`config.mk`:
```
export PLATFORM = sky130hd
export DESIGN_NAME = sccb_init_sequencer_flat
export DESIGN_NICKNAME = d
export VERILOG_FILES = /design/src/rtl/sccb_init_sequencer_if.sv /design/src/rtl/sccb_init_sequencer.sv /design/src/flat_wrapper.sv
export SDC_FILE = /design/constraint.sdc
export NUM_CORES = 1
export LEC_CHECK = 0
export BUFFER_PORTS_ARGS = -buffer_cell sky130_fd_sc_hd__buf_4
export CAP_MARGIN = 20
export CORE_AREA = 4 4 107 109
export CTS_CLUSTER_DIAMETER = 100
export CTS_CLUSTER_SIZE = 12
export DETAILED_ROUTE_END_ITERATION = 12
export DIE_AREA = 0 0 111 113
export GPL_TIMING_DRIVEN = 0
export PLACE_DENSITY = 0.88
export SLEW_MARGIN = 10
export SYNTH_ARGS = -nofsm -noshare
export SYNTH_HDL_FRONTEND = slang
export SYNTH_SLANG_ARGS = --single-unit
```
`constraint.sdc`:
```
create_clock -name clk_sys -period 4.31 [get_ports clk_sys]
set_input_delay 0.2155 -clock clk_sys [delete_from_list [all_inputs] [get_ports clk_sys]]
set_output_delay 0.2155 -clock clk_sys [all_outputs]
set_load 0.05 [all_outputs]
```
`src/rtl/sccb_init_sequencer_if.sv`:
```
// Bus bundle between the init sequencer, its register-table ROM and the SCCB write engine.
// master = sequencer side, slave = ROM/engine side.
interface sccb_init_sequencer_if #(
  parameter int IDX_W = 8
);
  logic [IDX_W-1:0] tbl_index;
  logic [23:0]      tbl_entry;
  logic             sccb_ready;
  logic             sccb_start;
  logic [15:0]      sccb_address;
  logic [7:0]       sccb_data;

  modport master (
    output tbl_index, sccb_start, sccb_address, sccb_data,
    input  tbl_entry, sccb_ready
  );

  modport slave (
    input  tbl_index, sccb_start, sccb_address, sccb_data,
    output tbl_entry, sccb_ready
  );
endinterface

```
`src/rtl/sccb_init_sequencer.sv`:
```
// SCCB init sequencer: walks a {addr,data} table, issuing one SCCB write per entry until the end marker.
// Optional wait-phase timeout abort is built only when SCCB_SEQ_TIMEOUT_EN is defined.
module sccb_init_sequencer #(
  parameter int IDX_W          = 8,
  parameter int DELAY_UNIT_CYC = 50000,
  parameter int TIMEOUT_CYC    = 1000000
) (
  input  logic                  clk_sys,
  input  logic                  reset_n,
  input  logic                  init_start,
  input  logic [1:0]            cam_sel,
  output logic [1:0]            select_initial_cam,
  sccb_init_sequencer_if.master bus,
  output logic                  busy,
  output logic                  done,
  output logic                  err,
  output logic [IDX_W-1:0]      wr_count
);

  localparam int                DLY_W    = $clog2(255 * DELAY_UNIT_CYC + 1);
  localparam logic [DLY_W-1:0]  DLY_UNIT = DLY_W'(DELAY_UNIT_CYC);
  localparam logic [DLY_W-1:0]  DLY_ONE  = DLY_W'(1);
  localparam logic [15:0]       ADDR_END = 16'hFFFF;
  localparam logic [15:0]       ADDR_DLY = 16'hFFFE;
  localparam logic [IDX_W-1:0]  IDX_LAST = {IDX_W{1'b1}};
  localparam logic [IDX_W-1:0]  IDX_ONE  = IDX_W'(1);

  typedef enum logic [3:0] {
    S_IDLE     = 4'd0,
    S_FETCH    = 4'd1,
    S_DECODE   = 4'd2,
    S_ISSUE    = 4'd3,
    S_ACK_LOW  = 4'd4,
    S_ACK_HIGH = 4'd5,
    S_DELAY    = 4'd6,
    S_NEXT     = 4'd7,
    S_DONE     = 4'd8,
    S_ERROR    = 4'd9
  } state_t;

  state_t            state_r;
  logic [DLY_W-1:0]  dly_cnt_r;
  logic [15:0]       entry_addr_s;
  logic [7:0]        entry_data_s;

  assign entry_addr_s = bus.tbl_entry[23:8];
  assign entry_data_s = bus.tbl_entry[7:0];

`ifdef SCCB_SEQ_TIMEOUT_EN
  localparam int               TMO_W    = $clog2(TIMEOUT_CYC + 1);
  localparam logic [TMO_W-1:0] TMO_LOAD = TMO_W'(TIMEOUT_CYC - 1);
  localparam logic [TMO_W-1:0] TMO_ONE  = TMO_W'(1);

  logic [TMO_W-1:0] tmo_cnt_r;
  logic             err_r;

  assign err = err_r;
`else
  assign err = 1'b0;
`endif

  // Table-walk FSM; every output is a register written here.
  always_ff @(posedge clk_sys) begin
    if (!reset_n) begin
      state_r            <= S_IDLE;
      select_initial_cam <= 2'b11;
      bus.tbl_index      <= '0;
      bus.sccb_start     <= 1'b0;
      bus.sccb_address   <= 16'h0000;
      bus.sccb_data      <= 8'h00;
      wr_count           <= '0;
      busy               <= 1'b0;
      done               <= 1'b0;
      dly_cnt_r          <= '0;
`ifdef SCCB_SEQ_TIMEOUT_EN
      tmo_cnt_r          <= '0;
      err_r              <= 1'b0;
`endif
    end else begin
      bus.sccb_start <= 1'b0;
      case (state_r)
        S_IDLE: begin
          if (init_start) begin
            select_initial_cam <= cam_sel;
            done               <= 1'b0;
            wr_count           <= '0;
            bus.tbl_index      <= '0;
            busy               <= 1'b1;
            state_r            <= S_FETCH;
`ifdef SCCB_SEQ_TIMEOUT_EN
            err_r              <= 1'b0;
`endif
          end
        end
        S_FETCH: state_r <= S_DECODE;
        S_DECODE: begin
          if (entry_addr_s == ADDR_END) begin
            state_r <= S_DONE;
          end else if (entry_addr_s == ADDR_DLY) begin
            // Loaded with N-1 so the DELAY state lasts exactly N cycles; zero skips it.
            if (entry_data_s == 8'h00) begin
              state_r <= S_NEXT;
            end else begin
              dly_cnt_r <= DLY_W'(entry_data_s) * DLY_UNIT - DLY_ONE;
              state_r   <= S_DELAY;
            end
          end else begin
            bus.sccb_address <= entry_addr_s;
            bus.sccb_data    <= entry_data_s;
            state_r          <= S_ISSUE;
`ifdef SCCB_SEQ_TIMEOUT_EN
            tmo_cnt_r        <= TMO_LOAD;
`endif
          end
        end
        S_ISSUE: begin
          if (bus.sccb_ready) begin
            bus.sccb_start <= 1'b1;
            wr_count       <= wr_count + IDX_ONE;
            state_r        <= S_ACK_LOW;
`ifdef SCCB_SEQ_TIMEOUT_EN
            tmo_cnt_r      <= TMO_LOAD;
          end else if (tmo_cnt_r == '0) begin
            state_r   <= S_ERROR;
          end else begin
            tmo_cnt_r <= tmo_cnt_r - TMO_ONE;
`endif
          end
        end
        S_ACK_LOW: begin
          if (!bus.sccb_ready) begin
            state_r   <= S_ACK_HIGH;
`ifdef SCCB_SEQ_TIMEOUT_EN
            tmo_cnt_r <= TMO_LOAD;
          end else if (tmo_cnt_r == '0) begin
            state_r   <= S_ERROR;
          end else begin
            tmo_cnt_r <= tmo_cnt_r - TMO_ONE;
`endif
          end
        end
        S_ACK_HIGH: begin
          if (bus.sccb_ready) begin
            state_r <= S_NEXT;
`ifdef SCCB_SEQ_TIMEOUT_EN
          end else if (tmo_cnt_r == '0) begin
            state_r   <= S_ERROR;
          end else begin
            tmo_cnt_r <= tmo_cnt_r - TMO_ONE;
`endif
          end
        end
        S_DELAY: begin
          if (dly_cnt_r == '0) begin
            state_r <= S_NEXT;
          end else begin
            dly_cnt_r <= dly_cnt_r - DLY_ONE;
          end
        end
        S_NEXT: begin
          // The last table slot ends the walk rather than wrapping to index 0.
          if (bus.tbl_index == IDX_LAST) begin
            state_r <= S_DONE;
          end else begin
            bus.tbl_index <= bus.tbl_index + IDX_ONE;
            state_r       <= S_FETCH;
          end
        end
        S_DONE: begin
          busy               <= 1'b0;
          done               <= 1'b1;
          select_initial_cam <= 2'b11;
          state_r            <= S_IDLE;
        end
        S_ERROR: begin
`ifdef SCCB_SEQ_TIMEOUT_EN
          err_r              <= 1'b1;
`endif
          busy               <= 1'b0;
          select_initial_cam <= 2'b11;
          state_r            <= S_IDLE;
        end
        default: begin
          busy               <= 1'b0;
          select_initial_cam <= 2'b11;
          state_r            <= S_IDLE;
        end
      endcase
    end
  end

endmodule

```
`src/flat_wrapper.sv`:
```
// flat-port wrapper written by rule: the top's interface ports become plain ports
module sccb_init_sequencer_flat 
#(
  parameter int IDX_W          = 8,
  parameter int DELAY_UNIT_CYC = 50000,
  parameter int TIMEOUT_CYC    = 1000000
)
  (clk_sys, reset_n, init_start, cam_sel, select_initial_cam, busy, done, err, wr_count, bus_tbl_index, bus_sccb_start, bus_sccb_address, bus_sccb_data, bus_tbl_entry, bus_sccb_ready);
  sccb_init_sequencer_if #(.IDX_W(IDX_W)) bus_i ();
  input  logic clk_sys;
  input  logic reset_n;
  input  logic init_start;
  input  logic [1:0] cam_sel;
  output logic [1:0] select_initial_cam;
  output logic busy;
  output logic done;
  output logic err;
  output logic [IDX_W-1:0] wr_count;
  output wire logic [$bits(bus_i.tbl_index)-1:0] bus_tbl_index;
  output wire logic [$bits(bus_i.sccb_start)-1:0] bus_sccb_start;
  output wire logic [$bits(bus_i.sccb_address)-1:0] bus_sccb_address;
  output wire logic [$bits(bus_i.sccb_data)-1:0] bus_sccb_data;
  input wire logic [$bits(bus_i.tbl_entry)-1:0] bus_tbl_entry;
  input wire logic [$bits(bus_i.sccb_ready)-1:0] bus_sccb_ready;
  assign bus_tbl_index = bus_i.tbl_index;
  assign bus_sccb_start = bus_i.sccb_start;
  assign bus_sccb_address = bus_i.sccb_address;
  assign bus_sccb_data = bus_i.sccb_data;
  assign bus_i.tbl_entry = bus_tbl_entry;
  assign bus_i.sccb_ready = bus_sccb_ready;
  sccb_init_sequencer #(.IDX_W(IDX_W), .DELAY_UNIT_CYC(DELAY_UNIT_CYC), .TIMEOUT_CYC(TIMEOUT_CYC)) u_core (.clk_sys(clk_sys), .reset_n(reset_n), .init_start(init_start), .cam_sel(cam_sel), .select_initial_cam(select_initial_cam), .bus(bus_i), .busy(busy), .done(done), .err(err), .wr_count(wr_count));
endmodule
```
==> impl_metrics.env <==
export IMPL_violations="setup timing"
export IMPL_synth_commonest_cells="nand2_1 (97), dfxtp_1 (73), a21oi_1 (69)"
export IMPL_r2r_cells=8
export IMPL_path_max_fanout=8
export IMPL_seqCellArea_sq_um=1460
export IMPL_timing_rr_start="u_core.dly_cnt_r[11]"
export IMPL_ys_ff_latch=73
export IMPL_wirelength_mm=14.9
export IMPL_gp_congestion=0.915
export IMPL_start_kind="input pin"
export IMPL_fin_skew_ns=0.0164
export IMPL_synth_nets=789
export IMPL_avgSynthCellArea_sq_um=7.98
export IMPL_vias_per_cell=5.92
export IMPL_grt_max_degree=15
export IMPL_cts_hold_buf=0
export IMPL_cp_required_ns=4.55
export IMPL_fin_tns_setup_ns=-0.0391
export IMPL_r2r_end="u_core.dly_cnt_r[23]"
export IMPL_numCtsBuffers=9
export IMPL_clockBufferDepth=2
export IMPL_clock_latency_ns=0.37
export IMPL_grt_pass1_vias=4985
export IMPL_hpwlAfterDp_mm=10.9
export IMPL_rrSetupSlack_ns=1.33
export IMPL_hold_end="u_core.select_initial_cam[0]"
export IMPL_dpl_instance_area_sq_um=6220
export IMPL_cts_sinks=73
export IMPL_grtUsageTotal_pct=22.3
export IMPL_antenna_left=0
export IMPL_synth_seq_area_share_pct=26.7
export IMPL_holdCritPathClass="in -> reg"
export IMPL_leakage_nw=2.78
export IMPL_drt_pre_antenna_iters=7
export IMPL_cap_violations=0
export IMPL_p_total_mw=2.87
export IMPL_slew_headroom_pct=50.2
export IMPL_nets=881
export IMPL_h_tree_depth=3
export IMPL_placed_cells=901
export IMPL_powerDensity_nw_per_um2=433
export IMPL_async_flop_share_pct=0
export IMPL_period_needed_ns=4.35
export IMPL_synth_cell_types=70
export IMPL_synth_edff_count=0
export IMPL_antenna_found_initial=0
export IMPL_core_sq_um=10600
export IMPL_fill_cells=868
export IMPL_status="complete, but fails checks"
export IMPL_vdd_drop_max_uv=285
export IMPL_num_antenna_cells=0
export IMPL_rows=38
export IMPL_clockRootBuffer="clkbuf_8"
export IMPL_fmax_mhz=230
export IMPL_crit_type="in -> reg"
export IMPL_final_max_slew_viol_count=0
export IMPL_die_height_microns=113
export IMPL_drive_gt1_share_pct=18.9
export IMPL_fin_cells=924
export IMPL_vias=5468
export IMPL_drc=0
export IMPL_finalCritPeriodShare_pct=101
export IMPL_crit_path_end_kind="flop"
export IMPL_multi_input_area_sq_um=3940
export IMPL_die_w_microns=111
export IMPL_syn_inst=687
export IMPL_tightest_slew_ns=0.742
export IMPL_clk_pin_slew_ns=0.08
export IMPL_yosysMostFrequentCell="nand2_1"
export IMPL_synth_area_sq_um=5480
export IMPL_ios=76
export IMPL_yosys_area_top_type_share_pct=26.7
export IMPL_overflow=0
export IMPL_min_from="cam_sel[0]"
export IMPL_drtIter0Drc=550
export IMPL_whs_ns=0.0934
export IMPL_hold_viol_final=0
export IMPL_cts_tree="built"
export IMPL_area_growth_pct=21.1
export IMPL_holdPathStages=3
export IMPL_initial_core_util_pct=51.7
export IMPL_yosysWarnings=0
export IMPL_worstPathArrival_ns=4.59
export IMPL_timing_final_ws_setup_ns=-0.0391
export IMPL_finalInstanceArea_sq_um=6630
export IMPL_setup_viol_count_final=1
export IMPL_avgRoutedWirePerCell_microns=16.1
export IMPL_grt_pass1_wl_mm=23.4
export IMPL_yosys_area_top_type="dfxtp_1"
export IMPL_netlist_top_cells_area="dfxtp_1 (27%), ha_1 (14%), nand2_1 (6.6%), a21oi_1 (6.3%), fa_1 (4.4%)"
export IMPL_ys_flop_type="dfxtp_1"
export IMPL_dieArea_sq_um=12500
export IMPL_portBuffers=74
==> repair_timing <==
item	4_1_cts	5_1_grt
resized for setup	4	21
gates cloned	0	0
pin swaps	4	7
buffers inserted	5	3
hold endpoints to repair	0	0
setup endpoints to repair	3	6
==> state kept, by name, indices dropped and copies added (netlist names) <==
register and cells:
u_core.bus.sccb_address 16, u_core.bus.sccb_data 8, u_core.bus.sccb_start 1, u_core.bus.tbl_index 8, u_core.busy 1, u_core.dly_cnt_r 24
u_core.done 1, u_core.select_initial_cam 2, u_core.state_r 4, u_core.wr_count 8
==> cell usage in the layout, fill, tap and decap left out, types with 25 or more instances in the layout <==
cell type / synthesis / layout
dfxtp_1: 73 / 73
nor2_1: 64 / 64
a21oi_1: 69 / 66
buf_4: 2 / 84
inv_1: 25 / 25
ha_1: 60 / 55
o21ai_0: 30 / 29
nand2_1: 97 / 97
==> where the power goes <==
part / leakage, nW / internal, mW / switching [mW]
registers: 0.591 / 0.719 / 0.0220
clock network: 0.114 / 0.331 / 0.286
logic: 2.07 / 0.586 / 0.927
==> per-layer routing <==
| layer | up-vias | wire length [microns] | track usage, % |
|---|---|---|---|
| met5 | - | 0 | 0 |
| met4 | 0 | 526 | 9.69 |
| met3 | 46 | 787 | 3.53 |
| met2 | 224 | 7460 | 39.2 |
| met1 | 2546 | 6150 | 27.2 |
| li1 | 2652 | - | - |
==> worst max path at each step <==
| stage | startpoint | end | slack (ns) | cells after the start |
|---|---|---|---|---|
| after floorplan | bus_tbl_entry[2] | u_core.dly_cnt_r[19] | 0.04 | 16 |
| after global placement | bus_tbl_entry[3] | u_core.dly_cnt_r[19] | -0.41 | 14 |
| after detailed placement | bus_tbl_entry[3] | u_core.dly_cnt_r[19] | -0.49 | 14 |
| after CTS | bus_tbl_entry[3] | u_core.dly_cnt_r[23] | 0.008 | 14 |
| after global routing | bus_tbl_entry[3] | u_core.dly_cnt_r[23] | -0.15 | 15 |
| final | bus_tbl_entry[3] | u_core.dly_cnt_r[23] | -0.04 | 14 |
==> critical path, stage by stage <==
cell,delay (ns)
buf_4,0.14
ha_1,0.36
fa_1,0.45
fa_1,0.46
ha_1,0.33
ha_2,0.37
and3_1,0.24
a221o_1,0.40
a21oi_2,0.18
xor2_1,0.33
o2111ai_2,0.26
nor4b_2,0.43
nor3_1,0.14
a221o_1,0.28
==> area by class of cell <==
cell class              instances  share of cell area, %
plain buffers                  28                   1.77
flip-flops and latches         73                   22.0
inverters                      26                   1.47
multi-input cells             559                   59.4
repair buffers                 82                   9.28
clock inverters                 7                   1.51
clock buffers                   9                   1.87
well taps                     140                   2.64
==> metrics by stage <==
step / worst slack (ns) / utilization (%)
floorplan: 0.0392 / -
global placement: -0.413 / 58.6
detailed placement: -0.486 / 58.6
CTS: 0.00796 / 61.3
global route: -0.155 / 62.6
finish: -0.0391 / 62.6
==> logic make-up (layout without fill, tap and decap cells) <==
logic type,count (synthesis),count (layout),share of synthesized area [%]
simple gates,285,285,25.5
compound gates,166,166,20.0
flops,73,73,26.7
fa+ha+maj,72,72,18.1
buf+inv,55,152,4.00
xor+xnor,33,33,5.28
mux,2,2,0.365
other cells,1,1,0.0684
Power figures use the tool's default switching activity.
